### config.mk
export PLATFORM = sky130hd
export DESIGN_NAME = inst_encoder
export DESIGN_NICKNAME = d
export VERILOG_FILES = /design/src/rtl/inst_encoder.sv
export SDC_FILE = /design/constraint.sdc
export NUM_CORES = 1
export LEC_CHECK = 0
export BUFFER_PORTS_ARGS = -buffer_cell sky130_fd_sc_hd__buf_4
export CORE_MARGIN = 5
export CORE_UTILIZATION = 30
export CTS_CLUSTER_DIAMETER = 150
export DETAILED_ROUTE_END_ITERATION = 12
export GPL_TIMING_DRIVEN = 0
export MAX_ROUTING_LAYER = met4
export SETUP_SLACK_MARGIN = 0.4
export SYNTH_ARGS = -nofsm -noshare
export SYNTH_HDL_FRONTEND = slang
export SYNTH_SLANG_ARGS = --single-unit
### constraint.sdc
create_clock -name clk -period 2.75 [get_ports clk]
set_input_delay 0.55 -clock clk [delete_from_list [all_inputs] [get_ports clk]]
set_output_delay 0.55 -clock clk [all_outputs]
set_load 0.01 [all_outputs]
### src/rtl/inst_encoder.sv
// Instruction encoder/loader: packs one symbolic instruction per handshake into
// the ID-stage 32-bit word, buffers it, and writes it to consecutive addresses.
module inst_encoder #(
  parameter int FIFO_DEPTH = 4,
  parameter int ADDR_W     = 32
) (
  input  logic              clk,
  input  logic              rst_n,
  input  logic              start,
  input  logic [ADDR_W-1:0] base_addr,
  input  logic              in_valid,
  output logic              in_ready,
  input  logic [3:0]        op,
  input  logic [3:0]        cond,
  input  logic              s,
  input  logic              imm,
  input  logic [3:0]        rn,
  input  logic [3:0]        rd,
  input  logic [23:0]       operand,
  output logic              wr_valid,
  input  logic              wr_ready,
  output logic [ADDR_W-1:0] wr_addr,
  output logic [31:0]       wr_data,
  output logic [15:0]       count,
  output logic              err
);

  localparam int AW = (FIFO_DEPTH > 1) ? $clog2(FIFO_DEPTH) : 1;
  localparam logic [31:0] NOP_WORD = 32'hE1600000;

  localparam logic [3:0] OP_NOP = 4'd0,  OP_MOV = 4'd1,  OP_MVN = 4'd2,  OP_ADD = 4'd3;
  localparam logic [3:0] OP_ADC = 4'd4,  OP_SUB = 4'd5,  OP_SBC = 4'd6,  OP_AND = 4'd7;
  localparam logic [3:0] OP_ORR = 4'd8,  OP_EOR = 4'd9,  OP_CMP = 4'd10, OP_TST = 4'd11;
  localparam logic [3:0] OP_LDR = 4'd12, OP_STR = 4'd13, OP_B   = 4'd14;

  logic [3:0]  opc;
  logic        dp, illegal, s_f;
  logic [3:0]  rn_f, rd_f;
  logic [31:0] enc_word;

  always_comb begin
    opc     = 4'b0000;
    dp      = 1'b1;
    illegal = 1'b0;
    case (op)
      OP_MOV:  opc = 4'b1101;
      OP_MVN:  opc = 4'b1111;
      OP_ADD:  opc = 4'b0100;
      OP_ADC:  opc = 4'b0101;
      OP_SUB:  opc = 4'b0010;
      OP_SBC:  opc = 4'b0110;
      OP_AND:  opc = 4'b0000;
      OP_ORR:  opc = 4'b1100;
      OP_EOR:  opc = 4'b0001;
      OP_CMP:  opc = 4'b1010;
      OP_TST:  opc = 4'b1000;
      OP_NOP, OP_LDR, OP_STR, OP_B: dp = 1'b0;
      default: begin dp = 1'b0; illegal = 1'b1; end
    endcase
  end

  // Compares always set flags and discard Rd; moves have no first operand.
  always_comb begin
    s_f  = (op == OP_CMP || op == OP_TST) ? 1'b1 : s;
    rd_f = (op == OP_CMP || op == OP_TST) ? 4'd0 : rd;
    rn_f = (op == OP_MOV || op == OP_MVN) ? 4'd0 : rn;
    enc_word = NOP_WORD;
    if (dp)
      enc_word = {cond, 2'b00, imm, opc, s_f, rn_f, rd_f, operand[11:0]};
    else if (op == OP_LDR || op == OP_STR)
      enc_word = {cond, 2'b01, 1'b0, 4'b0100, (op == OP_LDR), rn, rd, operand[11:0]};
    else if (op == OP_B)
      enc_word = {cond, 4'b1010, operand};
  end

  logic [31:0] mem [FIFO_DEPTH];
  logic [AW:0] wr_ptr, rd_ptr;
  logic        full, empty, push, pop;

  assign empty    = (wr_ptr == rd_ptr);
  assign full     = (wr_ptr[AW] != rd_ptr[AW]) && (wr_ptr[AW-1:0] == rd_ptr[AW-1:0]);
  assign in_ready = !full && !start;
  assign wr_valid = !empty && !start;
  assign push     = in_valid && in_ready;
  assign pop      = wr_valid && wr_ready;
  assign wr_data  = empty ? 32'd0 : mem[rd_ptr[AW-1:0]];

  always_ff @(posedge clk) begin
    if (push) mem[wr_ptr[AW-1:0]] <= enc_word;
  end

  always_ff @(posedge clk or negedge rst_n) begin
    if (!rst_n) begin
      wr_ptr  <= '0;
      rd_ptr  <= '0;
      wr_addr <= '0;
      count   <= '0;
      err     <= 1'b0;
    end else if (start) begin
      wr_ptr  <= '0;
      rd_ptr  <= '0;
      wr_addr <= base_addr;
      count   <= '0;
      err     <= 1'b0;
    end else begin
      if (push) begin
        wr_ptr <= wr_ptr + 1'b1;
        if (illegal) err <= 1'b1;
      end
      if (pop) begin
        rd_ptr  <= rd_ptr + 1'b1;
        wr_addr <= wr_addr + ADDR_W'(4);
        if (count != 16'hFFFF) count <= count + 16'd1;
      end
    end
  end

endmodule

==> flow_summary.yaml <==
cts:
  h-tree-depth: 4
  clockBufferDepth: 2
  clock_latency_ps: 440
  cts_inserted_buffers: 17
  clk_pin_slew_ps: 80
  root_buffer: "clkbuf_16"
  cts_sinks: 183
  cts_tree: "yes"
place:
  dp_slack_ps: -243
  dp.cells: 1149
  place_area_um2: 9970
  port_buffers: 160
  place.detailed.hpwl_um: 14400
  gp_congestion: 0.829
floorplan:
  initial_core_util_pct: 30.6
  io_pins: 162
  fp.dieH_um: 176
  core_um2: 27100
  die_area_um2: 31100
  row_count: 60
  die_w_um: 176
setup_path:
  worstSetupPathType: "reg2out"
  arrival_ps: 1970
  end_kind: "primary output"
  cp.required_ps: 2200
  critPathLaunchType: "flop"
  cp_max_fo: 6
global_route:
  grt_antenna_before_repair: 0
  grt_max_degree: 56
  grt_pass1_wl_um: 34300
  track_usage_pct: 14.8
  grt_pass1_vias: 5941
  grt-ovfl-total: 0
power_and_ir_drop:
  total_power_mw: 8.18
  peakVddDrop_uv: 357
  leakage_nw: 4.28
  p_per_area_nw_per_um2: 720
synthesis:
  syn_nets: 703
  synth_edf_count: 128
  synth_cells: 617
  yosys_warnings: 0
  ys_seq_area_share_pct: 62.9
  async_flop_share_pct: 30.1
  synthFlopType: "edfxtp_1"
  syn-mean-instance-area_um2: 13.4
  yosysUniqueCellTypes: 44
  synth_area_um2: 8300
  ys_ff_latch: 183
finish:
  fillers: 2534
  final_area_um2: 11400
  final_common_cell: "buf_4"
  layout-drive-gt1-share_pct: 37.9
  post-route-util_pct: 41.9
  area_growth_pct: 37.0
  stdcell_count: 1201
  n_antenna_cell: 0
  nets: 902
  most-common-layout-cells: "buf_4 (145), edfxtp_1 (128), nand2_1 (52)"
routing:
  drc_errors: 0
  wl_um: 22900
  vias_per_cell: 4.79
  wl_per_cell_um: 19.1
  vias: 5755
  ant_nets: 0
  drt-initial-drc-count: 325
  dr.pass1.iters: 4
timing:
  slew_viol_final: 0
  period_share_pct: 91.8
  finalWorstSetupSlack_ps: 226
  final-setup-viol-count: 0
  tightestPinTransition_ps: 743
  timing.final.hold_violations: 0
  finalCriticalPeriod_ps: 2520
  relSlewSlack_pct: 50.5
  rsz0062_at_grt: "true"
  fin_skew_ps: 15.2
  max_freq_mhz: 396
hold_path:
  hp-class: "in2async"
job:
  maxCapViolCount: 0
status:
  status: "finished clean"
-- power by group --
part,internal [mW],switching (mW)
Clock,1.27,1.31
Combinational,1.29,1.12
Sequential,3.10,0.102
Total,5.66,2.52
-- Yosys cell counts, drive strengths merged, types with 2 or more instances --
cell / instances / area [um^2]
edfxtp: 128 / 3840
dfrtp: 55 / 1380
nand2: 52 / 195
o21ai: 45 / 225
nor2b: 33 / 206
xor2: 33 / 297
mux4: 32 / 721
nor2: 29 / 109
nand3: 28 / 140
clkbuf: 24 / 90.1
nand4: 22 / 138
and2: 20 / 125
a21oi: 14 / 70.1
xnor2: 13 / 114
inv: 10 / 37.5
buf: 9 / 48.8
nor3: 9 / 45.0
ha: 7 / 87.6
or3: 7 / 43.8
a31oi: 5 / 31.3
mux2: 5 / 56.3
a22o: 4 / 35.0
a31o: 4 / 35.0
mux2i: 4 / 40.0
nor4: 4 / 25.0
and3: 3 / 18.8
nand2b: 3 / 18.8
clkinv: 2 / 7.51
o31ai: 2 / 20.0
-- logic make-up after synthesis --
| kind of cell | count (synthesis) | synth area share [%] |
|---|---|---|
| buf+inv | 45 | 2.22 |
| xor+xnor | 46 | 4.95 |
| compound gates | 82 | 5.90 |
| fa+ha+maj | 7 | 1.06 |
| mux | 41 | 9.85 |
| simple gates | 213 | 13.1 |
| flops | 183 | 62.9 |
-- flip-flops by register name (all words and copies together), names as in the netlist --
register,flops
wr_ptr,3
count,16
wr_addr,32
mem,128
err,1
rd_ptr,3
-- critical path, stage by stage (launching register included) --
cell and delay (ps):
dfrtp_2 420, buf_12 180, buf_12 140, mux4_2 510, nor2b_1 150, buf_4 140
-- per-stage QoR --
step	hold WS, ps	setup TNS [ps]
floorplan	254	0
global placement	486	-5030
detailed placement	497	-4570
CTS	200	0
global route	222	0
finish	178	0
-- cell type report --
| cell class | count | area, um^2 | area share (%) |
|---|---|---|---|
| Sequential cell | 183 | 5230 | 46.0 |
| Multi-Input combinational cell | 393 | 3220 | 28.3 |
| Clock inverter | 15 | 211 | 1.86 |
| Inverter | 12 | 45.0 | 0.396 |
| Timing Repair Buffer | 176 | 1510 | 13.3 |
| Buffer | 33 | 263 | 2.31 |
| Tap cell | 372 | 465 | 4.10 |
| Clock buffer | 17 | 425 | 3.74 |
-- final timing paths --
kind | startpoint | endpoint | slack [ps] | cells after the start
max | rd_ptr[0] | wr_data[20] | 230 | 5
min | rst_n | count[6] | 180 | 1
max reg2reg | rd_ptr[0] | count[15] | 550 | 9
min reg2reg | wr_addr[1] | wr_addr[1] | 510 | 1
max in group asynchronous | rst_n | wr_ptr[0] | 2050 | 1
min in group clk | base_addr[5] | wr_addr[5] | 330 | 3
-- routing by layer --
metal / part of all wire (%) / global-route usage (%)
met5: 0 / -
met4: 0.65 / 2.83
met3: 6.3 / 3.19
met2: 47 / 23.5
met1: 46 / 20.0
-- timing repair --
item / 4_1_cts / 5_1_grt
buffers inserted: 4 / 7
gates resized for setup: 54 / 85
cloned: 4 / 5
hold buffers: 0 / 0
pin swaps: 5 / 3
setup endpoints to repair: 163 / 104
Note: power is estimated with default switching activity, not from simulation.
